--- src/rtl/fastserial_rx_fifo.sv ---
// fastserial_rx_fifo
//
// Byte FIFO sitting between the FTDI fast-serial receiver and the
// Avalon-ST bytes-to-packets sink. The receiver emits one-cycle byte
// strobes that cannot be stalled, so every strobe is either stored or
// counted as a drop. Downstream sees a first-word-fall-through
// valid/ready interface whose outputs all come straight from flops.
//
// Ports
//   i_clk           system clock (12 MHz PLL output)
//   i_rst_n         asynchronous active-low reset
//   i_data          received byte
//   i_strobe        byte-valid strobe, one push per high cycle
//   o_data          head byte
//   o_valid         head byte is valid
//   i_ready         downstream ready; pop when o_valid && i_ready
//   o_level         occupancy 0..DEPTH, head byte included
//   o_overflow      sticky drop flag
//   o_drop_count    saturating count of dropped bytes
//   i_clr_overflow  synchronous clear of o_overflow / o_drop_count
module fastserial_rx_fifo #(
  parameter int DATA_W     = 8,
  parameter int DEPTH_LOG2 = 4
) (
  input  logic                  i_clk,
  input  logic                  i_rst_n,
  input  logic [DATA_W-1:0]     i_data,
  input  logic                  i_strobe,
  output logic [DATA_W-1:0]     o_data,
  output logic                  o_valid,
  input  logic                  i_ready,
  output logic [DEPTH_LOG2:0]   o_level,
  output logic                  o_overflow,
  output logic [7:0]            o_drop_count,
  input  logic                  i_clr_overflow
);

  localparam int                 DEPTH      = 1 << DEPTH_LOG2;
  localparam logic [DEPTH_LOG2:0] LEVEL_FULL = (DEPTH_LOG2+1)'(DEPTH);

  // Storage holds every queued byte, including the one mirrored in the
  // output register; the head slot is only released on a pop.
  logic [DATA_W-1:0]     mem [DEPTH];

  logic [DEPTH_LOG2-1:0] wr_ptr_reg, wr_ptr_next;
  logic [DEPTH_LOG2-1:0] rd_ptr_reg, rd_ptr_next;
  logic [DEPTH_LOG2:0]   level_reg, level_next;
  logic [DEPTH_LOG2:0]   level_after_pop;
  logic                  valid_reg, valid_next;
  logic [DATA_W-1:0]     data_reg, data_next;
  logic                  ovf_reg, ovf_next;
  logic [7:0]            drop_cnt_reg, drop_cnt_next;

  logic pop;
  logic push;
  logic drop;
  logic full;

  always_comb begin
    pop  = valid_reg & i_ready;
    full = (level_reg == LEVEL_FULL);
    // A pop in the same cycle frees a slot, so a full FIFO still accepts.
    push = i_strobe & (~full | pop);
    drop = i_strobe & full & ~pop;

    level_after_pop = level_reg - (DEPTH_LOG2+1)'(pop);
    level_next      = level_after_pop + (DEPTH_LOG2+1)'(push);
    rd_ptr_next     = rd_ptr_reg + DEPTH_LOG2'(pop);
    wr_ptr_next     = wr_ptr_reg + DEPTH_LOG2'(push);
    valid_next      = (level_next != '0);

    // Next head: an already-stored byte if one survives the pop, otherwise
    // the byte arriving this cycle (bypass). With nothing left, hold.
    data_next = data_reg;
    if (level_after_pop != '0) begin
      data_next = mem[rd_ptr_next];
    end else if (push) begin
      data_next = i_data;
    end

    // Clear first, then let a simultaneous drop override it.
    ovf_next      = ovf_reg;
    drop_cnt_next = drop_cnt_reg;
    if (i_clr_overflow) begin
      ovf_next      = 1'b0;
      drop_cnt_next = 8'd0;
    end
    if (drop) begin
      ovf_next = 1'b1;
      if (i_clr_overflow) begin
        drop_cnt_next = 8'd1;
      end else if (drop_cnt_reg != 8'hFF) begin
        drop_cnt_next = drop_cnt_reg + 8'd1;
      end
    end
  end

  always_ff @(posedge i_clk or negedge i_rst_n) begin
    if (!i_rst_n) begin
      wr_ptr_reg   <= '0;
      rd_ptr_reg   <= '0;
      level_reg    <= '0;
      valid_reg    <= 1'b0;
      data_reg     <= '0;
      ovf_reg      <= 1'b0;
      drop_cnt_reg <= 8'd0;
    end else begin
      wr_ptr_reg   <= wr_ptr_next;
      rd_ptr_reg   <= rd_ptr_next;
      level_reg    <= level_next;
      valid_reg    <= valid_next;
      data_reg     <= data_next;
      ovf_reg      <= ovf_next;
      drop_cnt_reg <= drop_cnt_next;
    end
  end

  // Storage is deliberately left out of reset.
  always_ff @(posedge i_clk) begin
    if (push) begin
      mem[wr_ptr_reg] <= i_data;
    end
  end

  assign o_data       = data_reg;
  assign o_valid      = valid_reg;
  assign o_level      = level_reg;
  assign o_overflow   = ovf_reg;
  assign o_drop_count = drop_cnt_reg;

endmodule

--- config.mk ---
export PLATFORM = sky130hd
export DESIGN_NAME = fastserial_rx_fifo
export DESIGN_NICKNAME = d
export VERILOG_FILES = /design/src/rtl/fastserial_rx_fifo.sv
export SDC_FILE = /design/constraint.sdc
export NUM_CORES = 1
export LEC_CHECK = 0
export ABC_AREA = 1
export BUFFER_PORTS_ARGS = -buffer_cell sky130_fd_sc_hd__buf_2
export CAP_MARGIN = 25
export CORE_ASPECT_RATIO = 0.8
export CORE_MARGIN = 2
export CORE_UTILIZATION = 45
export CTS_CLUSTER_DIAMETER = 120
export DETAILED_ROUTE_END_ITERATION = 10
export PLACE_DENSITY = 0.64
export SYNTH_ARGS = -nofsm -noshare
export SYNTH_HDL_FRONTEND = slang
export SYNTH_SLANG_ARGS = --single-unit
--- constraint.sdc ---
create_clock -name i_clk -period 4.3 [get_ports i_clk]
set_input_delay 0.86 -clock i_clk [delete_from_list [all_inputs] [get_ports i_clk]]
set_output_delay 0.86 -clock i_clk [all_outputs]
set_load 0.01 [all_outputs]
-- Yosys cells after proc, flatten, opt, wreduce, memory -nomap -nowiden
Memories as Yosys holds them, arrays and structs flattened.
Cells that the tools add are included.
- add/sub/neg operators: 5
- $mul: 0
- div/mod/pow operators: 0
- $lt $le $gt $ge: 0
- equality and inequality tests: 2
- shift operators: 0
- mux-type cells: 10
- bitwise gates (word level): 7
- reduce and logical (&&, ||, !) cells: 4
- operators by type and width (cell ; count):
    2-to-1 mux 8 bit ; 6
    nonzero test 5 bit ; 2
    adder 4 x 1 -> 4 bit ; 2
    adder 8 x 1 -> 8 bit, second input constant ; 1
    != test 8 bit, second input constant ; 1
    adder 5 x 1 -> 5 bit ; 1
    equality test 5 bit, second input constant ; 1
    subtractor 5 x 1 -> 5 bit ; 1
    bitwise AND 1 bit ; 4
    2-to-1 mux 1 bit ; 4
    nonzero test 2 bit ; 2
    inverter 1 bit ; 2
    OR 1 bit ; 1
- register bits: 31
- latch bits: 0
- bits in writable memories: 128
- memory bits (read-only): 0
- input port bits: 13
- memories kept: 1
- memories (memory ; depth ; bits a word ; rd ports ; clocked after Yosys merged registers in ; wr ports ; RTL line ; text):
    mem ; 16 ; 8 ; 1 ; 0 ; 1 ; 43 ; logic [DATA_W-1:0] mem [DEPTH];

-- Depth between registers and ports, before layout
Gate-level depths: netlist (run 1).
- depth in word-level cells: 6
- mapped depth: 13
- depth with buffers taken out: 13

-- Worst setup path before layout (run 1)
OpenSTA, ideal clock, no wires.
- path kind: input -> register
- start: input port i_ready
- end: register data_reg[1] (netlist: o_data[1])
- library setup time: 0.065 ns
- data arrival time: 2.328 ns
- data required time: 4.235 ns
- slack: 1.907 ns
- stages: 13
- cell sequence: nand2_1 -> inv_1 -> ha_1 -> ha_1 -> buf_2 -> inv_2 -> clkbuf_1 -> nand3_1 -> nand3_1 -> nand3_1 -> nand3_1 -> nand2_1 -> nand2_1
- cells in the longest elaborated chain, start to end: 4
- RTL lines (what ; RTL line ; text):
    start: declaration ; 31 ; input logic i_ready,
    bitwise AND 1 bit ; 60 ; pop = valid_reg & i_ready;
    adder 4 x 1 -> 4 bit ; 68 ; rd_ptr_next = rd_ptr_reg + DEPTH_LOG2'(pop);
    named net rd_ptr_next[1] ; 46 ; logic [DEPTH_LOG2-1:0] rd_ptr_reg, rd_ptr_next;
    memory (16 x 8 bit) ; -- ;
    2-to-1 mux 8 bit ; 75 ; if (level_after_pop != '0) begin
    end signal: assignment ; 112 ; data_reg <= data_next;
    end: declaration ; 50 ; logic [DATA_W-1:0] data_reg, data_next;
The timed path passes the listed nets, and every way through them passes these cells.
A chain may end at the register's enable or synchronous reset.

-- Worst setup path in the final report (run 1)
- start: input port i_ready
- end: register data_reg[7] (netlist: o_data[7])
- cells in the longest elaborated chain, start to end: 4
- RTL lines (what ; RTL line):
    bitwise AND 1 bit (*) ; 60
    adder 4 x 1 -> 4 bit (tied with other cells) ; 68
    memory (16 x 8 bit) (tied with other cells) ; --
    2-to-1 mux 8 bit or nonzero test 2 bit (tied branches) ; --
Mark *: on every way between the ends. The rest lies on a longest branch, timed or not.

==> impl_results.md, run 1 <==
- Outcome: completed
- # IOs: 36
- Worst-Margin Slew: 0.940 ns
- Max VDD drop: 426 uV
- Startpoint types: input pin
- Fin area: 8050 sq um
- Synth-to-Final Area Change: 13.5%
- CTS tree: done
- N_diodes: 0
- Relative slew margins: between 30% and 40%
- Reg clk slew, reported paths: 0.07 ns
- Pwr dens: 759 nW/um^2
- Synth area leader: edfxtp_1
- Min Hold Slack: approximately 0.48 ns
- Synth area leaders: edfxtp_1, nand2_1, dfrtp_1
- Syn_nets: 730
- Row count: 41
- Leakage: 0.00354 uW
- Final Skew: approximately 0.012 ns
- Vias in the first global route: 4644
- Crit Path Category: input pin to flip-flop
- Die height: 116 microns
- Cells after synthesis: between 700 and 800
- Sinks on Clock Net: 159
- Switching part of the total: about two fifths
- Max reg flops: 128
- Routability cong.: 0.887
- Grt ovf: 0
- Largest net degree at the start of global routing: 66
- Avg Inst Size Synth: 10.0 sq um
- WP data arrival: between 3 and 4 ns
- Yosys warning total: 0
- Slew Viols, Final: 0
- Most flop-heavy register: mem
- Fraction of layout cells with a size suffix above 1: between 10% and 20%
- Worst Hold Class: input pin to asynchronous set/reset pin
- WL final: 16600 microns
- Antenna violations before repair: 0
- DR DRC count: 0
- Fill count: approximately 1.4k
- Total of flip-flops plus latches after synthesis: between 150 and 200
- Htree depth: 4
- # port buffers: 35
- DR pass1 iterations: 5
- Fin nets: 765
- Cell Area, Placed: 7450 sq um
- Setup Fix Bufs, Post-CTS: 0
- Commonest non-fill, non-tap cell in the layout: nand2_1
- Clock network power share: 24.9%
- First-pass GRT wire length: 25700 microns
- Area taken by multi-input logic gates: 1990 sq um
- Setup TNS: 0 ns
- CP Max Fanout: 16
- Routed vias: ~5.0k
- Register area share after synthesis: 65.1%
- Logic pwr share: 41.5%
- Vias per cell: a little over 5
- RSZ-0062 raised after global routing: no
- Most frequent cells in the layout: nand2_1, edfxtp_1, nand3_1
- Synth unique cells: 32
- Die area: 16800 sq um
- WL/cell: 17.1 microns
- Detail Placement HPWL: 10800 microns
- Initial core utilization: 45.5%
- Die width: about 140 microns
- DRT iter0 DRCs: 567
- Register area: 4620 sq um
- Reg power frac: 33.6%
- Cts bufs inserted: 17
- Fmax: 372 MHz
- Antenna-violating nets left: 0
- Top-area cell type share of the netlist area: 54.2%
- Clock root buffer: clkbuf_16
- Max-Cap Viols: 0
- CP endpoint kind: flip-flop
- Fin. Hold Viols: 0
- WP data required: 4.63 ns
- Clk Latency, worst-skew pair: 0.44 ns
- Cell Area, Synth: approximately 7100 sq um
- Min cycle time layout: between 2 and 3 ns
- Post-CTS Resized: 0
- Final setup fails: 0
- Internal power: 3570 uW
- Sw Pwr: 2540 uW
- Total GRT Usage: 21.2%
- Core Box Area: between 15000 and 20000 sq um
- Total Power: approximately 6100 uW
- CTS hold repair buffers: 0
- Max clock buf depth: 2
- Fin crit share: roughly 63%
-- cell usage after synthesis, drive strengths merged --
library cell / number
a21oi: 2
o21ai: 14
nand3b: 1
a31oi: 1
clkbuf: 9
nor2: 31
inv: 99
nand2: 245
edfxtp: 128
ha: 9
buf: 13
dfrtp: 31
nor3: 2
xor2: 8
xnor2: 4
nand4: 2
nand3: 107
o211ai: 1
clkinv: 1
-- per-stage QoR --
step	utilization, %	std cells	setup slack (ns)
finish	51.6	971	1.61
global route	51.6	971	1.48
CTS	51.6	971	1.66
detailed placement	47.8	939	1.20
global placement	47.8	939	1.27
floorplan	-	708	1.91
-- critical path, cell delays in order --
cell	delay (ns)
buf_2	0.09
nand2_1	0.07
inv_1	0.07
ha_2	0.18
ha_1	0.25
xnor2_2	0.77
nand3_1	0.35
nand3_1	0.18
nand3_1	0.08
nand2_1	0.06
nand2_1	0.05
-- cell type report --
class	count	share of cell area [%]
Multi-Input combinational cell	427	24.8
Clock buffer	18	5.33
Sequential cell	159	57.4
Timing Repair Buffer	38	2.46
Clock inverter	14	2.04
Inverter	100	4.66
Tap cell	215	3.34
-- worst paths after layout --
path	startpoint	slack, ns	endpoint	cells past startpoint
max	i_ready	1.61	o_data[7]	11
min	i_rst_n	0.48	o_level[1]	1
max reg2reg	o_valid	1.74	o_data[7]	10
min reg2reg	o_overflow	0.48	o_overflow	2
max in group asynchronous	i_rst_n	3.33	wr_ptr_reg[1]	1
min in group i_clk	o_overflow	0.48	o_overflow	2
-- power groups by stage --
stage	registers [uW]	clock network [uW]	logic (uW)
after floorplan	2080	0	1760
after global placement	2070	0	2470
after detailed placement	2080	0	2510
after CTS	2050	1530	2520
after global routing	2070	1580	2840
final	2050	1520	2540
-- per-layer routing --
layer	routed length, microns	GRT usage [%]
met1	7630	31.1
met2	7450	30.8
met3	1190	4.22
met4	370	9.13
met5	0	0
-- cell families (layout without fill, tap and decap cells) --
group / after synthesis / count (layout) / share of synthesized area (%)
compound gates: 18 / 18 / 1.32
xor+xnor: 12 / 12 / 1.96
fa+ha+maj: 9 / 9 / 1.59
buf+inv: 122 / 170 / 6.79
flops: 159 / 159 / 65.1
simple gates: 388 / 388 / 23.2
Note: power is estimated with default switching activity, not from simulation.
==> inputs of run 2 (changes only) <==
- PLACE_DENSITY: 0.64 -> 0.66
- clock period: 4.3 -> 2.35 ns (I/O delays scaled with it)
==> run 2 against run 1 <==
- critical path type is now flip-flop to flip-flop
- core utilization increased by 1.6 points
- flip-flop and latch count stayed put
- register-to-register slack worse by 1.5 ns
- critical endpoint unchanged
==> impl_results.md, run 2 (same netlist as run 1, synthesis figures left out) <==
- # port buffers: 35 (unchanged)
- Fin area: 8300 sq um (+3.2%)
- DR DRC count: 0 (unchanged)
- Synth-to-Final Area Change: 17.1%
- Grt ovf: 0 (unchanged)
- CTS hold repair buffers: 0 (unchanged)
- Die area: 16800 sq um (unchanged)
- First-pass GRT wire length: 25000 microns (-2.8%)
- Die width: 144 microns (unchanged)
- Min Hold Slack: 0.105 ns (-0.374 ns)
- Antenna-violating nets left: 0 (unchanged)
- Cts bufs inserted: 17 (unchanged)
- Fin. Hold Viols: 0 (unchanged)
- DR pass1 iterations: 5 (unchanged)
- Leakage: 0.00370 uW (+4.4%)
- Vias in the first global route: 4825 (+3.9%)
- Cell Area, Placed: 7700 sq um (+3.3%)
- Pwr dens: 1400 nW/um^2 (+84%)
- Max clock buf depth: 2 (unchanged)
- Final setup fails: 0 (unchanged)
- Worst path cell trace: nand2_1, inv_1, ha_1, ha_1, xnor2_1, nand2_1, nor2_2, nand2_4, inv_1, o21ai_0, nand2_1, nand2_1
- Total GRT Usage: 20.2% (-1.0 points)
- Core Box Area: 15600 sq um (unchanged)
- Reg2Reg Depth: 12 (+2)
- Setup Fix Bufs, Post-CTS: 0 (unchanged)
- Die height: 116 microns (unchanged)
- Fin crit share: 89.4%
- CP endpoint kind: flip-flop
- Routability cong.: 0.876 (-1.2%)
- DRT iter0 DRCs: 414 (-27%)
- Fin nets: 786 (+2.7%)
- Startpoint types: flip-flop
- Max reg flops: 128 (unchanged)
- Non-Filler Instances: 992 (+2.2%)
- Initial core utilization: 45.5% (unchanged)
- Worst-Margin Slew: 0.734 ns (-0.206 ns)
- Outcome: completed
- Setup TNS: 0 ns (unchanged)
- Antenna violations before repair: 0 (unchanged)
- WP data arrival: 2.42 ns (-0.60 ns)
- Final Skew: 0.00896 ns (-0.00308 ns)
- CTS tree: done
- Relative slew margins: 51.1% (+14 points)
- Max incr delay on CP: 0.37 ns (-0.40 ns)
- Fill count: 1356 (-4.7%)
- Placed Cells: 960 (+2.2%)
- Htree depth: 4 (unchanged)
- Largest net degree at the start of global routing: 65 (-1.5%)
- # IOs: 36 (unchanged)
- Min cycle time layout: 2.10 ns
- RSZ-0062 raised after global routing: no
- WP data required: 2.67 ns (-1.96 ns)
- Post-CTS Resized: 0 (unchanged)
- Max-Cap Viols: 0 (unchanged)
- Most frequent cells in the layout: nand2_1, edfxtp_1, nand3_1
- N_diodes: 0 (unchanged)
- Top delay family on crit path: simple AND/OR/NAND/NOR gates
- Row count: 41 (unchanged)
- Detail Placement HPWL: 10300 microns (-4.3%)
- Routed vias: 5011 (+0.89%)
- Max VDD drop: 778 uV (+83%)
- WL final: 15900 microns (-4.3%)
- Clk Latency, worst-skew pair: 0.42 ns (-0.02 ns)
- Worst setup margin: 0.250 ns (-1.36 ns)
- Sinks on Clock Net: 159 (unchanged)
- Reg clk slew, reported paths: 0.06 ns (about the same)
- Crit path buffers/inverters: 2 (unchanged)
- Fmax: between 400 and 500 MHz
- Commonest non-fill, non-tap cell in the layout: nand2_1
- Fraction of layout cells with a size suffix above 1: 13.3% (+2.0 points)
- Worst Hold Class: input pin to asynchronous set/reset pin
- Critical-path top delay cell: dfrtp_1
- CP dominant cell by count: nand2_1
- WL/cell: 16.0 microns (-6.3%)
- Clock root buffer: clkbuf_16
- Vias per cell: 5.05 (-1.2%)
- Crit Path Category: flip-flop to flip-flop
- CP Max Fanout: 10 (-6)
- Most flop-heavy register: mem
- CP Depth: 12 (+1)
- Worst slack at placement: 0.0793 ns (-1.13 ns)
- Slew Viols, Final: 0 (unchanged)
-- run 2: changes by cell type in the layout (fill, tap and decap cells not counted) --
cell | before | now
buf_12 | 0 | 7
buf_4 | 3 | 17
clkinvlp_4 | 4 | 1
bufinv_16 | 3 | 4
clkinv_4 | 0 | 2
clkinv_1 | 3 | 5
clkbuf_1 | 1 | 2
inv_6 | 3 | 0
-- run 2: cell type report --
cell class / count / area [sq um] / area share [%]
tap: 215 / 269 / 3.24
clock inverter: 13 / 170 / 2.05
inverter: 100 / 375 / 4.52
clock buffer: 19 / 433 / 5.21
sequential: 159 / 4620 / 55.6
multi-input combinational: 427 / 1990 / 24.0
timing repair buffer: 59 / 443 / 5.34
-- run 2: metal layers --
metal / GRT usage [%] / up-vias / wire length [microns] / part of all wire [%]
li1: - / 2410 / - / -
met1: 28.3 / 2435 / 7310 / 46
met2: 30.8 / 146 / 7240 / 46
met3: 4.92 / 20 / 1040 / 6.5
met4: 7.44 / 0 / 329 / 2.1
met5: 0 / - / 0 / 0
-- run 2: through the flow --
step	power, uW	utilization, %
after global placement	8670	49.4
final	11600	53.2
after detailed placement	8800	49.4
after floorplan	7020	-
after CTS	11600	53.2
after global routing	12400	53.2
-- run 2: worst paths after layout --
check	from	end	slack (ns)
min in group i_clk	i_strobe	o_overflow	0.39
max in group asynchronous	i_rst_n	o_drop_count[2]	1.77
min reg2reg	o_overflow	o_overflow	0.49
min	i_rst_n	o_level[4]	0.10
max	o_valid	o_data[7]	0.25
max reg2reg	o_valid	o_data[7]	0.25
-- run 2: worst register-to-register path, cell delays in order, from the launching register on --
cell,delay (ns)
dfrtp_1,0.37
nand2_1,0.08
inv_1,0.06
ha_1,0.21
ha_1,0.25
xnor2_1,0.23
nand2_1,0.09
nor2_2,0.15
nand2_4,0.11
inv_1,0.18
o21ai_0,0.12
nand2_1,0.09
nand2_1,0.05
-- run 2: where the power goes --
part / switching (uW) / internal (uW)
registers: 221 / 3510
clock network: 1050 / 1760
logic: 3290 / 1760
total: 4560 / 7030
==> inputs of run 3 (changes only) <==
- ABC_AREA: 1 -> unset
- MAX_ROUTING_LAYER: unset -> met4
==> run 3 against run 2 <==
- synthesized cell count is 50% lower
- core utilization is 3.0 points higher
- fmax is 11% lower
- wire length is 11% lower
- sequential share of layout area is 1.7 points higher
- count of clock-buffer cells in the layout is 7 higher
- worst hold slack better by 0.0094 ns
- die area is 6.0% lower
==> impl_results.md, run 3 <==
- Initial core utilization: 46.4% (+0.90 points)
- Synth unique cells: 52 (+63%)
- Clock root buffer: clkbuf_16
- Crit Path Category: flip-flop to flip-flop
- Slew Viols, Final: 0 (unchanged)
- WL/cell: 22.5 microns (+40%)
- Syn_nets: 377 (-48%)
- Yosys warning total: 0 (unchanged)
- Fin. Hold Viols: 0 (unchanged)
- Synth-to-Final Area Change: 21.3%
- Met3 Track Usage GR: 4.40% (-0.52 points)
- Pwr dens: 1380 nW/um^2 (-1.2%)
- DR pass1 iterations: 5 (unchanged)
- Top post-synthesis cells by count: edfxtp_1, mux4_2, dfrtp_1
- Worst slack at placement: -0.137 ns (-0.217 ns)
- WL final: 14200 microns (-11%)
- Total GRT Usage: 19.9% (-0.23 points)
- Fin nets: 457 (-42%)
- Largest net degree at the start of global routing: 32 (-51%)
- Outcome: completed
- Worst Hold Class: input pin to asynchronous set/reset pin
- Top FF cell, synth: edfxtp_1
- Avg Inst Size Synth: 18.7 sq um (+87%)
- Placed Cells: 596 (-38%)
- Max clock buf depth: 2 (unchanged)
- Min Hold Slack: 0.114 ns (+0.00939 ns)
- Cell Area, Synth: 6650 sq um (-6.2%)
- Most flop-heavy register: mem
- DR DRC count: 0 (unchanged)
- Grt peak-use layer: met2
- N_diodes: 0 (unchanged)
- WP data arrival: 2.65 ns (+0.23 ns)
- # port buffers: 35 (unchanged)
- Total of flip-flops plus latches after synthesis: 159 (unchanged)
- Max VDD drop: 855 uV (+9.8%)
- CP Max Fanout: 4 (-6)
- Vias per cell: 5.84 (+16%)
- Worst setup margin: 0.00112 ns (-0.248 ns)
- Commonest non-fill, non-tap cell in the layout: edfxtp_1
- Antenna-violating nets left: 0 (unchanged)
- WP data required: 2.65 ns (-0.02 ns)
- EDFF count, synth: 128 (unchanged)
- Die area: 15800 sq um (-6.0%)
- Routability cong.: 0.815 (-6.9%)
- Min cycle time layout: 2.35 ns (+0.248 ns)
- Die width: 140 microns (-3.1%)
- Non-Filler Instances: 632 (-36%)
- Worst-Margin Slew: 1.06 ns (+0.324 ns)
- Vias in the first global route: 3693 (-23%)
- Cell Area, Placed: 7340 sq um (-4.7%)
- Grt met2 use: 28.8% (-2.0 points)
- Fraction of layout cells with a size suffix above 1: 38.8% (+26 points)
- Startpoint types: flip-flop
- Detail Placement HPWL: 9230 microns (-11%)
- Grt met1 use: 27.8% (-0.46 points)
- Max reg flops: 128 (unchanged)
- CP endpoint kind: flip-flop
- Total Power: 11100 uW (-4.0%)
- Most frequent cells in the layout: edfxtp_1, buf_4, buf_2
- Cts bufs inserted: 17 (unchanged)
- Reg2Reg Depth: 8 (-4)
- DRT iter0 DRCs: 303 (-27%)
- Relative slew margins: 29.2% (-22 points)
- # IOs: 36 (unchanged)
- Clk Latency, worst-skew pair: 0.42 ns (about the same)
- CTS tree: done
- Sinks on Clock Net: 159 (unchanged)
- Reg clk slew, reported paths: 0.06 ns (about the same)
- Final Skew: 0.0106 ns (+0.00168 ns)
- Synth area leaders: edfxtp_1, dfrtp_1, mux4_2
- Row count: 39 (-4.9%)
- Final setup fails: 0 (unchanged)
- Fin crit share: 100% (+11 points)
- Fin area: 8070 sq um (-2.8%)
- Antenna violations before repair: 0 (unchanged)
- Grt ovf: 0 (unchanged)
- Register area share after synthesis: 69.5% (+4.3 points)
- RSZ-0062 raised after global routing: yes
- Most common cell in the netlist: edfxtp_1
- Routed vias: 3690 (-26%)
- Fmax: 426 MHz (-11%)
- Top-area cell type share of the netlist area: 57.8% (+3.6 points)
- Die height: 113 microns (-3.0%)
- Leakage: 0.00291 uW (-21%)
- Max-Cap Viols: 0 (unchanged)
- Cells after synthesis: 355 (-50%)
- Post-synth ARST share: 19.5% (unchanged)
- Htree depth: 4 (unchanged)
- First-pass GRT wire length: 22200 microns (-11%)
- Core Box Area: 14300 sq um (-8.0%)
- Synth area leader: edfxtp_1
==> run 3: cell count changes after synthesis, moves of 5 or more <==
| cell | change |
|---|---|
| nor2_1 | -15 |
| o21ai_0 | -7 |
| inv_1 | -84 |
| mux4_2 | +32 |
| mux2i_1 | +17 |
| buf_2 | -8 |
| a221oi_2 | +5 |
| o211a_1 | +8 |
| nand3_1 | -99 |
| nand2_1 | -239 |
| a2111oi_2 | +5 |
| inv_2 | -5 |
| nor3_1 | +7 |
| or3_1 | +6 |
==> run 3: area by class of cell <==
cell class	instances	area, sq um
fillers	1136	6280
multi-input cells	169	2030
clock buffers	26	522
clock inverters	6	55.1
inverters	10	40.0
flip-flops and latches	159	4620
well taps	184	230
repair buffers	78	564
==> run 3: through the flow <==
| step | util [%] | setup TNS [ns] |
|---|---|---|
| global route | 56.2 | -0.141 |
| finish | 56.2 | 0 |
| detailed placement | 51.2 | -0.943 |
| CTS | 55.2 | 0 |
| floorplan | - | -0.182 |
| global placement | 51.2 | -0.723 |
==> run 3: repair_timing <==
action	4_1_cts	5_1_grt
gates resized for setup	1	20
setup endpoints to repair	1	9
pin swaps	0	3
hold buffers	0	0
buffers inserted	0	3
==> run 3: kinds of logic after synthesis <==
kind of cell,after synthesis,synth area share [%]
AND/OR/NAND/NOR,57,5.06
adder cells (fa/ha/maj),9,1.69
flip-flops,159,69.5
AO/OA/AOI/OAI,45,6.75
multiplexers,49,13.4
XOR/XNOR,9,1.41
buffers and inverters,27,2.24
==> run 3: final timing paths <==
kind / start / end / slack (ns)
max: o_level[1] / o_valid / 0.001
min: i_rst_n / o_level[4] / 0.11
max reg2reg: o_level[1] / o_valid / 0.001
min reg2reg: o_overflow / o_overflow / 0.48
max in group asynchronous: i_rst_n / o_level[2] / 1.71
min in group i_clk: i_clr_overflow / o_drop_count[2] / 0.33
==> run 3: metal layers <==
metal  wire length (microns)  vias to the layer above
li1                        -                     1615
met1                    6470                     1949
met2                    6670                      103
met3                     815                       23
met4                     283                        0
met5                       0                        -
==> run 3: critical path, stage by stage (launching register included) <==
cell and delay, ns:
dfrtp_2 0.40, or3b_4 0.42, o21ai_4 0.18, inv_4 0.06, ha_4 0.17, ha_4 0.17, xnor2_2 0.14, or3_1 0.32
or3_1 0.37
==> run 3: where the power goes <==
group / leakage, uW / switching (uW) / internal [uW] / total, uW
Sequential: 0.00153 / 254 / 3500 / 3760
Combinational: 0.00109 / 2310 / 2400 / 4710
Clock: 0.000286 / 1030 / 1630 / 2660
Total: 0.00291 / 3600 / 7530 / 11100
